`config.mk`:
```
export PLATFORM = sky130hd
export DESIGN_NAME = sd_cmd_engine
export DESIGN_NICKNAME = d
export VERILOG_FILES = /design/src/rtl/sd_pkg.sv /design/src/rtl/sd_crc7.sv /design/src/rtl/sd_cmd_engine.sv
export SDC_FILE = /design/constraint.sdc
export NUM_CORES = 1
export LEC_CHECK = 0
export ABC_AREA = 1
export CORE_UTILIZATION = 60
export DETAILED_ROUTE_END_ITERATION = 10
export GPL_TIMING_DRIVEN = 0
export PLACE_DENSITY = 0.85
export REMOVE_ABC_BUFFERS = 1
export SYNTH_ARGS = -nofsm -noshare
export SYNTH_HDL_FRONTEND = slang
export SYNTH_SLANG_ARGS = --single-unit
```
`constraint.sdc`:
```
create_clock -name clk -period 17.4 [get_ports clk]
set_input_delay 3.48 -clock clk [delete_from_list [all_inputs] [get_ports clk]]
set_output_delay 3.48 -clock clk [all_outputs]
set_load 0.05 [all_outputs]
```
`src/rtl/sd_pkg.sv`:
```
// Shared encodings, frame geometry and FSM state type for the SD command engine.
package sd_pkg;

  localparam logic [1:0] RESP_NONE        = 2'd0;
  localparam logic [1:0] RESP_SHORT       = 2'd1;
  localparam logic [1:0] RESP_LONG        = 2'd2;
  localparam logic [1:0] RESP_SHORT_NOCRC = 2'd3;

  localparam int SHORT_LEN = 48;
  localparam int LONG_LEN  = 136;

  localparam logic [6:0] CRC7_POLY = 7'h09;

  typedef enum logic [2:0] {
    ST_IDLE,
    ST_SEND,
    ST_WAIT,
    ST_RECV,
    ST_GAP
  } sd_state_e;

endpackage

```
`src/rtl/sd_crc7.sv`:
```
// Serial CRC7 (x^7 + x^3 + 1), MSB-first, zero initial value.
module sd_crc7
  import sd_pkg::*;
(
  input  logic       clk,
  input  logic       rst,
  input  logic       clear,
  input  logic       en,
  input  logic       din,
  output logic [6:0] crc
);

  logic fb;

  assign fb = din ^ crc[6];

  always_ff @(posedge clk or posedge rst) begin
    if (rst) begin
      crc <= '0;
    end else if (clear) begin
      crc <= '0;
    end else if (en) begin
      crc <= {crc[5:0], 1'b0} ^ (fb ? CRC7_POLY : 7'h00);
    end
  end

endmodule

```
`src/rtl/sd_cmd_engine.sv`:
```
// SD-bus command/response engine: free-running divided sd_clk, CRC7-protected
// command transmit, short/long response receive with timeout and CRC checks.
module sd_cmd_engine
  import sd_pkg::*;
#(
  parameter int CLK_DIV      = 34,
  parameter int RESP_TIMEOUT = 64,
  parameter int GAP_CYCLES   = 8
) (
  input  logic         clk,
  input  logic         rst,
  input  logic         cmd_valid,
  output logic         cmd_ready,
  input  logic [5:0]   cmd_index,
  input  logic [31:0]  cmd_arg,
  input  logic [1:0]   resp_type,
  output logic         resp_valid,
  output logic [5:0]   resp_index,
  output logic [127:0] resp_data,
  output logic         resp_crc_err,
  output logic         resp_timeout,
  output logic         sd_clk,
  output logic         sd_cmd_out,
  output logic         sd_cmd_oe,
  input  logic         sd_cmd_in
);

  localparam int               DIV_W        = (CLK_DIV > 1) ? $clog2(CLK_DIV) : 1;
  localparam logic [DIV_W-1:0] DIV_TC       = DIV_W'(CLK_DIV - 1);
  localparam logic [15:0]      CRC_COV_BITS = 16'd40;

  sd_state_e        state, state_d;
  logic [DIV_W-1:0] div_cnt;
  logic             div_tc, rise_stb, fall_stb;
  logic [15:0]      cnt, cnt_inc, frame_len;
  logic [1:0]       type_q;
  logic [39:0]      tx_sr;
  logic [126:0]     rx_sr;
  logic [127:0]     rx_next;
  logic [6:0]       crc_tx, crc_rx;
  logic [2:0]       crc_pos;
  logic             tx_bit, tx_crc_en, rx_crc_en, short_crc_bad;
  logic             accept, send_done, rx_start, tmo_hit, rx_done, gap_done;

  assign div_tc    = (div_cnt == DIV_TC);
  assign rise_stb  = div_tc & ~sd_clk;
  assign fall_stb  = div_tc &  sd_clk;
  assign cnt_inc   = cnt + 16'd1;
  assign frame_len = (type_q == RESP_LONG) ? 16'(LONG_LEN) : 16'(SHORT_LEN);
  assign cmd_ready = (state == ST_IDLE);

  // The start bit is 0 and the CRC starts at 0, so skipping it leaves the CRC unchanged.
  assign rx_next   = {rx_sr, sd_cmd_in};
  assign tx_crc_en = (state == ST_SEND) & fall_stb & (cnt < CRC_COV_BITS);
  assign rx_crc_en = (state == ST_RECV) & rise_stb & (cnt < CRC_COV_BITS);
  assign short_crc_bad = (crc_rx != rx_next[7:1]) | ~rx_next[0];

  // Bits 40..46 of the frame carry crc[6]..crc[0]; cnt[2:0] runs 0..6 over that span.
  assign crc_pos = 3'd6 - cnt[2:0];

  always_comb begin
    tx_bit = 1'b1;
    if (cnt < CRC_COV_BITS) begin
      tx_bit = tx_sr[39];
    end else if (cnt < 16'd47) begin
      tx_bit = crc_tx[crc_pos];
    end
  end

  sd_crc7 u_crc_tx (
    .clk   (clk),
    .rst   (rst),
    .clear (accept),
    .en    (tx_crc_en),
    .din   (tx_sr[39]),
    .crc   (crc_tx)
  );

  sd_crc7 u_crc_rx (
    .clk   (clk),
    .rst   (rst),
    .clear (rx_start),
    .en    (rx_crc_en),
    .din   (sd_cmd_in),
    .crc   (crc_rx)
  );

  always_ff @(posedge clk or posedge rst) begin
    if (rst) begin
      state <= ST_IDLE;
    end else begin
      state <= state_d;
    end
  end

  always_comb begin
    state_d   = state;
    accept    = 1'b0;
    send_done = 1'b0;
    rx_start  = 1'b0;
    tmo_hit   = 1'b0;
    rx_done   = 1'b0;
    gap_done  = 1'b0;
    unique case (state)
      ST_IDLE: begin
        if (cmd_valid) begin
          accept  = 1'b1;
          state_d = ST_SEND;
        end
      end
      ST_SEND: begin
        if (fall_stb && (cnt == 16'(SHORT_LEN))) begin
          send_done = 1'b1;
          state_d   = (type_q == RESP_NONE) ? ST_GAP : ST_WAIT;
        end
      end
      ST_WAIT: begin
        if (rise_stb) begin
          if (!sd_cmd_in) begin
            rx_start = 1'b1;
            state_d  = ST_RECV;
          end else if (cnt_inc == 16'(RESP_TIMEOUT)) begin
            tmo_hit = 1'b1;
            state_d = ST_GAP;
          end
        end
      end
      ST_RECV: begin
        if (rise_stb && (cnt_inc == frame_len)) begin
          rx_done = 1'b1;
          state_d = ST_GAP;
        end
      end
      ST_GAP: begin
        if (rise_stb && (cnt_inc == 16'(GAP_CYCLES))) begin
          gap_done = 1'b1;
          state_d  = ST_IDLE;
        end
      end
      default: state_d = ST_IDLE;
    endcase
  end

  always_ff @(posedge clk or posedge rst) begin
    if (rst) begin
      div_cnt      <= '0;
      sd_clk       <= 1'b0;
      sd_cmd_out   <= 1'b1;
      sd_cmd_oe    <= 1'b0;
      cnt          <= '0;
      type_q       <= RESP_NONE;
      resp_valid   <= 1'b0;
      resp_index   <= '0;
      resp_data    <= '0;
      resp_crc_err <= 1'b0;
      resp_timeout <= 1'b0;
    end else begin
      if (div_tc) begin
        div_cnt <= '0;
        sd_clk  <= ~sd_clk;
      end else begin
        div_cnt <= div_cnt + DIV_W'(1);
      end

      resp_valid <= gap_done;

      unique case (state)
        ST_IDLE: begin
          if (accept) begin
            type_q       <= resp_type;
            cnt          <= '0;
            resp_index   <= '0;
            resp_data    <= '0;
            resp_crc_err <= 1'b0;
            resp_timeout <= 1'b0;
          end
        end
        ST_SEND: begin
          if (fall_stb) begin
            if (send_done) begin
              sd_cmd_oe  <= 1'b0;
              sd_cmd_out <= 1'b1;
              cnt        <= '0;
            end else begin
              sd_cmd_oe  <= 1'b1;
              sd_cmd_out <= tx_bit;
              cnt        <= cnt_inc;
            end
          end
        end
        ST_WAIT: begin
          if (rise_stb) begin
            if (rx_start) begin
              cnt <= 16'd1;
            end else if (tmo_hit) begin
              cnt          <= '0;
              resp_timeout <= 1'b1;
            end else begin
              cnt <= cnt_inc;
            end
          end
        end
        ST_RECV: begin
          if (rise_stb) begin
            cnt <= rx_done ? '0 : cnt_inc;
            if (rx_done) begin
              if (type_q == RESP_LONG) begin
                resp_data    <= rx_next;
                resp_crc_err <= ~rx_next[0];
              end else begin
                resp_index   <= rx_next[45:40];
                resp_data    <= {96'd0, rx_next[39:8]};
                resp_crc_err <= (type_q == RESP_SHORT) & short_crc_bad;
              end
            end
          end
        end
        ST_GAP: begin
          if (rise_stb) begin
            cnt <= cnt_inc;
          end
        end
        default: ;
      endcase
    end
  end

  // Frame shift registers carry no reset; their contents only matter once a command is latched.
  always_ff @(posedge clk) begin
    if (accept) begin
      tx_sr <= {2'b01, cmd_index, cmd_arg};
    end else if (tx_crc_en) begin
      tx_sr <= {tx_sr[38:0], 1'b0};
    end
    if (rx_start) begin
      rx_sr <= '0;
    end else if ((state == ST_RECV) && rise_stb) begin
      rx_sr <= rx_next[126:0];
    end
  end

endmodule

```
[Word level (Yosys, flattened, before mapping)]
Cells that the tools add are included.
Word-level totals
  bits in registers: 348
  input bits: 44
  output and inout bits: 141
Cells by class
  add/subtract/negate cells: 3
  order comparisons: 3
  equality and inequality tests: 26
  multiplexer cells: 69
  bitwise operators: 14
  reductions and logical operators: 18
Operators with widths (number)
  two-way mux 128 bit: 4
  one-hot mux 128 bit (2 select lines): 1
  two-way mux 16 bit: 9
  one-hot mux 16 bit (5 select lines): 1
  two-way mux 38 bit: 2
  less-than comparator 16 x 6 -> 1 bit, second input constant: 2
  two-way mux 6 bit: 5
  two-way mux 7 bit: 4
  two-way mux 1 bit: 27
  two-way mux 3 bit: 8
  inequality test 2 bit, second input constant: 11
  adder 16 x 1 -> 16 bit, second input constant: 1
  == test 16 x 4 -> 1 bit, second input constant: 1
  == test 16 x 6 -> 1 bit, second input constant: 1
  == test 16 x 7 -> 1 bit, second input constant: 1
  == test 16 x 8 -> 1 bit: 1
  one-hot mux 3 bit (5 select lines): 1
  bitwise XOR 7 bit: 2
  one-hot mux 6 bit (2 select lines): 1
  AND reduction 6 bit: 2
  AND reduction 5 bit: 2
  two-way mux 4 bit: 2
  two-way mux 8 bit: 1
  nonzero test 2 bit: 4
  24 further kinds: 39

[Logic depth before layout (Yosys ltp)]
Gate-level depths: netlist of run 1.
  depth in word-level cells: 10
  depth in mapped cells: 17
  gate-level depth less buffers: 17

[Cells and area by module]
A second synthesis of run 1 with hierarchy kept.
Unflattened totals
  cells, all modules: 1766
  area, all modules: 14826.7 sq um
By module, submodules not included
  sd_cmd_engine: instances 1, cells each 1688, area an instance 14183.6 sq um
  sd_crc7: instances 2, cells each 39, area an instance 321.6 sq um

[Worst setup path before layout of run 1]
OpenSTA, ideal clock, no wires.
  kind: input-to-reg
  start: in cmd_valid
  end: reg tx_sr[0] (enable)
  setup time: 0.394 ns
  arrival time: 4.664 ns
  path slack: 12.342 ns
  stages on the path: 4
  buffers on the path: 0
  cell sequence: inv_1 -> nor2_2 -> nor2_1 -> inv_1
On the way
  word-level cells in the longest chain between the ends: 3
RTL lines
  start, declared: RTL line sd_cmd_engine.sv:12  | input logic cmd_valid,
  two-way mux 1 bit: RTL line sd_cmd_engine.sv:106  | if (cmd_valid) begin
  two-way mux 1 bit: RTL line sd_cmd_engine.sv:104  | unique case (state)
  nonzero test 2 bit (no line)
  end signal, assigned: RTL line sd_cmd_engine.sv:231  | tx_sr <= {2'b01, cmd_index, cmd_arg};
  end signal, assigned: RTL line sd_cmd_engine.sv:233  | tx_sr <= {tx_sr[38:0], 1'b0};
  end, declared: RTL line sd_cmd_engine.sv:37  | logic [39:0] tx_sr;
No other way between the ends.
A chain may end at the register's enable or synchronous reset.

[Worst setup path after layout of run 1]
  start: in cmd_valid
  end: reg resp_data[98]
On the way
  word-level cells in the longest chain between the ends: 4
RTL lines
  two-way mux 1 bit: RTL line sd_cmd_engine.sv:106
  two-way mux 1 bit: RTL line sd_cmd_engine.sv:104
  inequality test 2 x 1 -> 1 bit (no line)
  AND reduction 4 bit (no line)
  end signal, assigned: RTL line sd_cmd_engine.sv:208  | resp_data <= rx_next;
  end signal, assigned: RTL line sd_cmd_engine.sv:212  | resp_data <= {96'd0, rx_next[39:8]};
  end, declared: RTL line sd_cmd_engine.sv:19  | output logic [127:0] resp_data,
No other way between the ends.

==> impl_metrics.py, run 1 <==
metrics = {
    "final_layout": {
        "syn2layout_area_growth_pct": 21.2,
        "nets": 1986,
        "fin_area_mm2": 0.0184,
        "antenna_cells": 0,
        "fill_cells": 1769,
        "final_cell_mix": "nand2_1 (538), nor2_1 (233), clkdlybuf4s50_1 (184)",
        "drive_gt1_share_pct": 10.3,
        "final_common_cell": "nand2_1",
        "final_util_pct": 74.9,
        "stdcell_count": 2289,
    },
    "clock_network": {
        "cts_setup_buffers": 0,
        "clk_latency_ns": 0.52,
        "cts_tree": "done",
        "cts-buffers-inserted": 36,
        "cts.repair.resized": 0,
        "root_buffer": "clkbuf_16",
        "path_clk_slew_ns": 0.06,
        "clk_path_buf_depth": 3,
        "cts.sinks": 348,
        "hold_buffers": 0,
        "htreeDepth": 2,
    },
    "routing": {
        "vias_per_cell": 5.43,
        "antenna_left": 0,
        "first_iter_violations": 1022,
        "post_drt_wl_per_cell_um": 15.3,
        "routed-via-count": 12400,
        "drc": 0,
        "firstDrtPassIters": 5,
        "wl_um": 35000,
    },
    "power_and_ir_drop": {
        "swShare_pct": 20.5,
        "clock_power_share_pct": 48.2,
        "p_leak_uw": 0.00809,
        "power_density_mw_per_mm2": 88.6,
        "vdd_ir_drop_max_mv": 0.0784,
        "p_total_uw": 1630,
        "p_switching_uw": 335,
        "combPwrFrac_pct": 1.8,
        "power.internal_uw": 1300,
        "seqPwrFrac_pct": 50.0,
    },
    "yosys": {
        "ys.flop_type": "dfrtp_1",
        "netlist_area_mm2": 0.0152,
        "synth_area_leader_cell": "dfrtp_1",
        "synthCells": 1808,
        "synthArstFlopShare_pct": 52.0,
        "synth_edf_count": 38,
        "synth_area_leaders": "dfrtp_1 (30%), dfxtp_1 (17%), nand2_1 (13%)",
        "synth_sequential_area_ratio_pct": 54.3,
        "synth_warnings": 0,
        "yosysUniqueCellTypes": 41,
        "yosys_register_bits": 348,
        "synth.avg_cell_area_um2": 8.41,
        "yosysTopAreaCellShare_pct": 29.6,
    },
    "run": {
        "cap_violations": 0,
    },
    "die": {
        "die_w_um": 161,
        "die_h_um": 161,
        "start_util_pct": 61.8,
        "fp.dieArea_mm2": 0.0260,
        "core_mm2": 0.0246,
        "io-pin-count": 185,
        "row_count": 57,
    },
    "placement": {
        "dp.cells": 2223,
        "dpl_cell_area_mm2": 0.0172,
        "portBuffers": 184,
        "routabilityCongestion": 0.850,
        "hpwl_um": 22300,
    },
    "setup_path": {
        "cp-end-kind": "register",
        "reg2reg_to": "resp_data[98]",
        "cp.arrival_ns": 7.01,
        "rrSetupSlack_ns": 13.21,
        "r2r_cells": 11,
        "worstPathMaxFanout": 104,
        "worstSetupPathType": "in -> reg",
        "worstPathRequired_ns": 17.79,
        "reg2reg_from": "state[0]",
        "critPathLaunchType": "input port",
    },
    "sta": {
        "grt_setup_unrepaired": "false",
        "max-slew-margin-rel_pct": 17.5,
        "fmax_mhz": 151,
        "fin_crit_sh_pct": 38.1,
        "setup_viol": 0,
        "max_slew.worst_pin.slew_ns": 1.24,
        "skew_ns": 0.0145,
        "hold_viol": 0,
        "fin_setup_tns_ns": 0,
        "maxSlewViolCount": 0,
        "final.min_clock_period_ns": 6.63,
    },
    "global_route": {
        "grt.total_usage_pct": 27.9,
        "grt_pass1_vias": 12200,
        "grt_max_degree": 122,
        "grt_overflow": 0,
        "antenna_found_initial": 0,
        "grt_pass1_wl_um": 59900,
    },
    "hold_path": {
        "min_to": "tx_sr[38]",
        "min_path_type": "reg -> reg",
        "hold_depth": 2,
        "min_from": "tx_sr[38]",
    },
    "status": {
        "status": "finished, final reports clean",
    },
}
how the worst max path moves through the flow:
stage | startpoint | to | slack (ns) | depth (start not counted)
2_1_floorplan | rst | cnt[0] | 9.01 | 1
3_3_place_gp | rst | resp_data[38] | 6.39 | 2
3_5_place_dp | cmd_valid | resp_data[94] | 10.28 | 9
4_1_cts | cmd_valid | resp_data[98] | 10.78 | 9
5_1_grt | cmd_valid | resp_data[94] | 10.49 | 9
6_report | cmd_valid | resp_data[98] | 10.77 | 9
power by group through the flow:
stage / Sequential (uW) / Clock (uW) / Combinational [uW]
5_1_grt: 816 / 832 / 33.0
4_1_cts: 816 / 797 / 30.0
2_1_floorplan: 833 / 0 / 13.6
3_5_place_dp: 833 / 0 / 29.8
3_3_place_gp: 833 / 0 / 28.3
6_report: 816 / 786 / 29.3
cell usage after synthesis, types with 4 or more instances:
master and count:
buf_6 23, dfrtp_1 180, inv_1 97, nand2_2 5, buf_2 4, nand2_1 538
nand4_1 13, xor2_1 7, o21ai_1 39, o211ai_1 33, nor2_1 235, clkbuf_1 72
ha_1 5, dfxtp_1 129, xnor2_1 4, o21ai_2 101, nor2_2 9, nand3_1 41
nor3_1 4, a21oi_1 47, o21ai_0 151, buf_4 6, a22oi_1 4, edfxtp_1 38
metal layers:
layer | track usage, % | wire length [um]
met1 | 36.3 | 14800
met2 | 47.6 | 17300
met3 | 5.11 | 2040
met4 | 8.53 | 843
met5 | 0 | 0
critical path, stage by stage:
cell,delay [ns]
clkdlybuf4s50_1,0.45
inv_1,0.07
nor2_4,0.71
inv_1,0.83
nand2_1,0.48
nand2_8,0.29
buf_16,0.32
nand2_1,0.19
o21ai_2,0.08
per-stage QoR:
stage	worst slack (ns)	hold slack, ns
after floorplan	9.01	0.434
after global placement	6.39	0.450
after detailed placement	10.28	0.455
after CTS	10.78	0.464
after global routing	10.49	0.499
final	10.77	0.459
final cells by class:
type,count,area [um2],share of cell area (%)
clock buffers,49,1050,5.68
clock inverters,17,181,0.985
inverters,100,388,2.11
multi-input cells,1255,6010,32.6
flip-flops and latches,348,8250,44.8
well taps,324,405,2.20
repair buffers,196,2130,11.6
flip-flops by register name, summed over array words and instances, names as in the netlist, 2 cells and up:
name	flops
resp_data	128
cnt	16
div_cnt	6
u_crc_rx.crc	7
state	3
type_q	2
tx_sr	40
rx_sr	127
u_crc_tx.crc	7
resp_index	6
cells by family (layout without fill, tap and decap cells):
| group | after synthesis | in the layout | share of synthesized area (%) |
|---|---|---|---|
| AND/OR/NAND/NOR | 852 | 852 | 22.2 |
| AO/OA/AOI/OAI | 387 | 387 | 16.1 |
| buffers and inverters | 205 | 362 | 6.38 |
| flip-flops | 348 | 348 | 54.3 |
| adder cells (fa/ha/maj) | 5 | 5 | 0.412 |
| XOR/XNOR | 11 | 11 | 0.634 |
(Power assumes the default switching activity.)
==> run 2, diff against run 1 <==
- CORE_UTILIZATION: 60 -> 50
- PLACE_DENSITY: 0.85 -> 0.76
- clock period: 17.4 -> 5.55 ns (I/O delays scaled with it)
==> run 2 against run 1 <==
  * Routed wire length shrank 1.6%
  * Via count shrank 2.0%
  * Non-clock buffer count shrank 2
  * Sequential power grew to 3.1 times the previous value
  * Combinational power grew to 3.1 times the previous value
==> impl_metrics.py, run 2 (synthesis results as in run 1) <==
metrics = {
    "status": {
        "status": "finished, final reports clean",
    },
    "sta": {
        "setup_viol": 0,
        "fmax_mhz": 215,
        "hold_viol": 0,
        "maxSlewViolCount": 0,
        "worst_slack_ns": 0.890,
        "skew_ns": 0.0134,
        "max-slew-margin-rel_pct": 19.5,
        "grt_setup_unrepaired": "false",
        "max_slew.worst_pin.slew_ns": 1.21,
        "final.min_clock_period_ns": 4.66,
        "fin_crit_sh_pct": 84.0,
    },
    "placement": {
        "dpl_cell_area_mm2": 0.0172,
        "portBuffers": 184,
        "pre_cts_slack_ns": 0.275,
        "dp.cells": 2287,
        "routabilityCongestion": 0.842,
        "hpwl_um": 22100,
    },
    "routing": {
        "routed-via-count": 12200,
        "drc": 0,
        "post_drt_wl_per_cell_um": 14.6,
        "vias_per_cell": 5.18,
        "firstDrtPassIters": 8,
        "first_iter_violations": 941,
        "wl_um": 34400,
        "antenna_left": 0,
    },
    "clock_network": {
        "path_clk_slew_ns": 0.06,
        "cts_setup_buffers": 0,
        "root_buffer": "clkbuf_16",
        "hold_buffers": 0,
        "cts.repair.resized": 0,
        "cts_tree": "done",
        "clk_path_buf_depth": 3,
        "clk_latency_ns": 0.51,
        "cts-buffers-inserted": 37,
        "htreeDepth": 2,
        "cts.sinks": 348,
    },
    "die": {
        "row_count": 63,
        "io-pin-count": 185,
        "die_h_um": 176,
        "die_w_um": 176,
        "core_mm2": 0.0298,
        "start_util_pct": 51.0,
        "fp.dieArea_mm2": 0.0311,
    },
    "run": {
        "cap_violations": 0,
    },
    "global_route": {
        "grt_pass1_vias": 11800,
        "antenna_found_initial": 0,
        "grt_pass1_wl_um": 58000,
        "grt_max_degree": 132,
        "grt_overflow": 0,
        "grt.total_usage_pct": 22.6,
    },
    "power_and_ir_drop": {
        "p_leak_uw": 0.00804,
        "vdd_ir_drop_max_mv": 0.280,
        "power_density_mw_per_mm2": 272,
    },
    "setup_path": {
        "cp-endpoint": "resp_data[116]",
        "reg2reg_from": "state[0]",
        "reg2reg_to": "resp_data[116]",
        "startpoint": "cmd_valid",
        "worstPathRequired_ns": 5.93,
        "cp.arrival_ns": 5.04,
        "cp-end-kind": "register",
        "r2r_cells": 11,
        "critPathLaunchType": "input port",
        "worstPathMaxFanout": 131,
        "rrSetupSlack_ns": 0.96,
        "worstSetupPathType": "in -> reg",
    },
    "final_layout": {
        "syn2layout_area_growth_pct": 21.0,
        "nets": 1985,
        "drive_gt1_share_pct": 9.83,
        "top_regs": "resp_data x128, rx_sr x127, tx_sr x40",
        "final_cell_mix": "nand2_1 (538), nor2_1 (233), clkdlybuf4s50_1 (184)",
        "fill_cells": 2609,
        "regMostFlops": "resp_data",
        "largest_reg_flops": 128,
        "fin_area_mm2": 0.0184,
        "final_common_cell": "nand2_1",
        "final_util_pct": 61.7,
        "antenna_cells": 0,
        "stdcell_count": 2353,
    },
    "hold_path": {
        "min_path_type": "reg -> reg",
    },
}
## run 2: cell count changes in the layout (fill, tap and decap cells not counted), moves of 3 or more
cell / previous run / this run
clkbuf_8: 5 / 9
clkinvlp_4: 4 / 0
clkbuf_1: 5 / 13
bufinv_16: 3 / 0
clkinv_2: 9 / 5
## run 2: critical path: stages
cell and delay (ns):
clkdlybuf4s50_1 0.46, inv_1 0.07, nor2_4 0.72, inv_1 0.83, nand2_1 0.49, nand2_8 0.44, buf_16 0.49, nand2_1 0.19
o21ai_2 0.06
## run 2: layout make-up
type	count	area [um2]	area share, %
clock buffer	60	1120	6.11
clock inverter	6	41.3	0.224
inverter	100	388	2.11
multi-input combinational	1255	6010	32.7
sequential	348	8250	44.9
tap	390	488	2.65
timing repair buffer	194	2090	11.3
## run 2: worst min-delay path by stage
stage / start / to / slack (ns) / cells after the start
after floorplan: tx_sr[38] / tx_sr[38] / 0.43 / 2
after global placement: tx_sr[38] / tx_sr[38] / 0.45 / 2
after detailed placement: resp_data[118] / resp_data[118] / 0.47 / 2
after CTS: rx_sr[126] / resp_data[127] / 0.47 / 2
after global routing: resp_data[118] / resp_data[118] / 0.49 / 2
final: rx_sr[126] / resp_data[127] / 0.47 / 2
## run 2: power breakdown
part / total [uW] / switching, uW / internal, uW / leakage (uW)
Sequential: 2560 / 1.90 / 2560 / 0.00384
Clock: 2360 / 975 / 1380 / 0.000575
Combinational: 91.3 / 54.7 / 36.6 / 0.00362
## run 2: stage by stage
stage               total power, uW  hold slack [ns]  TNS (ns)
floorplan                      2650            0.434   -145.30
global placement               2700            0.446  -1377.17
detailed placement             2700            0.467         0
CTS                            5070            0.472         0
global route                   5190            0.493         0
finish                         5010            0.469         0
## run 2: metal layers
layer	part of all wire, %	routed length [um]	track usage (%)
met1	45	15600	29.8
met3	5.1	1740	4.91
met2	48	16500	37.8
met5	0	0	0
met4	1.9	658	5.93
==> run 3, diff against run 2 <==
- CORE_UTILIZATION: 50 -> 56
- PLACE_DENSITY: 0.76 -> 0.8
- clock period: 5.55 -> 4.6 ns (I/O delays scaled with it)
==> run 3 against run 2 <==
  * Sequential power up 21%
  * Final cell count down 2.2%
  * Design area about the same
  * Flip-flop and latch count unchanged
  * Clock power up 24%
  * Total power up 22%
  * Routed wire length up 2.4%
  * Clock-buffer cell count down 4
  * Core utilization up 8.0 points
  * Combinational power up 22%
  * Largest power group unchanged
  * Highest routed layer unchanged
==> impl_metrics.py, run 3 (synthesis results as in run 1) <==
metrics = {
    "run": {
        "cap_violations": 0,
    },
    "clock_network": {
        "cts.sinks": 348,
        "hold_buffers": 0,
        "clk_path_buf_depth": 3,
        "cts_tree": "done",
        "path_clk_slew_ns": 0.06,
        "clk_latency_ns": 0.52,
        "cts-buffers-inserted": 37,
        "root_buffer": "clkbuf_16",
        "htreeDepth": 2,
    },
    "final_layout": {
        "antenna_cells": 0,
        "stdcell_count": 2302,
        "regMostFlops": "resp_data",
        "final_common_cell": "nand2_1",
        "final_cell_mix": "nand2_1 (538), nor2_1 (233), clkdlybuf4s50_1 (184)",
        "syn2layout_area_growth_pct": 20.9,
        "drive_gt1_share_pct": 10.2,
        "largest_reg_flops": 128,
        "nets": 1988,
        "top_regs": "resp_data x128, rx_sr x127, tx_sr x40",
    },
    "global_route": {
        "grt.total_usage_pct": 25.9,
        "grt_overflow": 0,
        "antenna_found_initial": 0,
        "grt_pass1_wl_um": 59600,
        "grt_pass1_vias": 12000,
        "grt_max_degree": 133,
    },
    "setup_path": {
        "critPathLaunchType": "register",
        "reg2reg_to": "resp_data[111]",
        "worstPathRequired_ns": 4.99,
        "r2r_cells": 11,
        "worstSetupPathType": "reg -> reg",
        "rrSetupSlack_ns": 0.51,
        "reg2reg_from": "state[1]",
        "cp-end-kind": "register",
        "cp.arrival_ns": 4.48,
        "worstPathMaxFanout": 132,
    },
    "sta": {
        "fmax_mhz": 244,
        "hold_viol": 0,
        "whs_ns": 0.463,
        "setup_viol": 0,
        "final.min_clock_period_ns": 4.09,
        "fin_crit_sh_pct": 89.0,
        "max_slew.worst_pin.slew_ns": 1.03,
        "max-slew-margin-rel_pct": 31.2,
        "maxSlewViolCount": 0,
        "grt_setup_unrepaired": "false",
        "skew_ns": 0.0137,
    },
    "placement": {
        "hpwl_um": 22000,
        "routabilityCongestion": 0.823,
        "portBuffers": 184,
        "dp.cells": 2233,
    },
    "die": {
        "core_mm2": 0.0264,
        "die_w_um": 167,
        "start_util_pct": 57.7,
        "fp.dieArea_mm2": 0.0278,
        "die_h_um": 167,
        "row_count": 59,
        "io-pin-count": 185,
    },
    "power_and_ir_drop": {
        "p_leak_uw": 0.00806,
        "power_density_mw_per_mm2": 333,
        "vdd_ir_drop_max_mv": 0.306,
    },
    "routing": {
        "firstDrtPassIters": 5,
        "antenna_left": 0,
        "routed-via-count": 12400,
        "first_iter_violations": 1020,
        "post_drt_wl_per_cell_um": 15.3,
        "drc": 0,
        "vias_per_cell": 5.38,
        "wl_um": 35300,
    },
    "hold_path": {
        "min_path_type": "reg -> reg",
        "hold_depth": 2,
        "min_from": "tx_sr[38]",
        "min_to": "tx_sr[38]",
    },
    "status": {
        "status": "finished, final reports clean",
    },
}
[run 3: how the worst max path moves through the flow]
stage               startpoint             end  slack [ns]  depth (start not counted)
global route          state[0]   resp_data[11]        0.18                         11
global placement     type_q[0]  resp_data[109]       -5.13                          5
finish                state[1]  resp_data[111]        0.51                         11
detailed placement   cmd_valid  resp_data[108]       -0.35                          9
floorplan            type_q[0]  resp_data[100]       -1.65                          5
CTS                   state[1]   resp_data[15]        0.06                         11
[run 3: final cells by class]
type	count	area, um2
Multi-Input combinational cell	1256	6020
Sequential cell	348	8250
Timing Repair Buffer	195	2100
Inverter	100	392
Timing Repair inverter	1	5.00
Clock inverter	11	109
Fill cell	2065	7970
Clock buffer	56	1090
Tap cell	335	419
[run 3: power by group]
group	switching (uW)	leakage [uW]	total (uW)	internal [uW]
Clock	1220	0.000590	2920	1700
Sequential	2.24	0.00384	3090	3090
Combinational	66.4	0.00363	111	44.3
Total	1290	0.00806	6120	4840
[run 3: per-stage QoR]
stage               worst slack (ns)  util [%]  instance area [um2]  power (uW)  setup TNS [ns]
finish                         0.506      69.8                18400        6120               0
floorplan                      -1.65         -                14600        3200         -467.73
global placement               -5.13      64.0                16900        3260        -1714.00
global route                   0.177      69.8                18400        6310               0
detailed placement            -0.353      65.2                17200        3260          -21.68
CTS                           0.0583      69.7                18400        6180               0
[run 3: metal layers]
layer | global-route usage [%] | wire, um
met1 | 34.0 | 15700
met2 | 44.0 | 17000
met3 | 4.61 | 1800
met4 | 7.05 | 752
met5 | 0 | 0
[run 3: what timing repair did]
action,in CTS,in global routing
gates resized for setup,0,1
setup buffers,0,0
setup endpoints to repair,0,71
[run 3: critical path, cell delays in order, from the launching register on]
cell and delay, ns:
dfrtp_1 0.41, nor2_1 0.20, inv_1 0.07, nor2_2 0.25, inv_1 0.22, nor2_4 0.52, clkinvlp_4 0.58, nand2_1 0.36
nand2_8 0.44, buf_16 0.47, nand2_1 0.20, o21ai_2 0.07
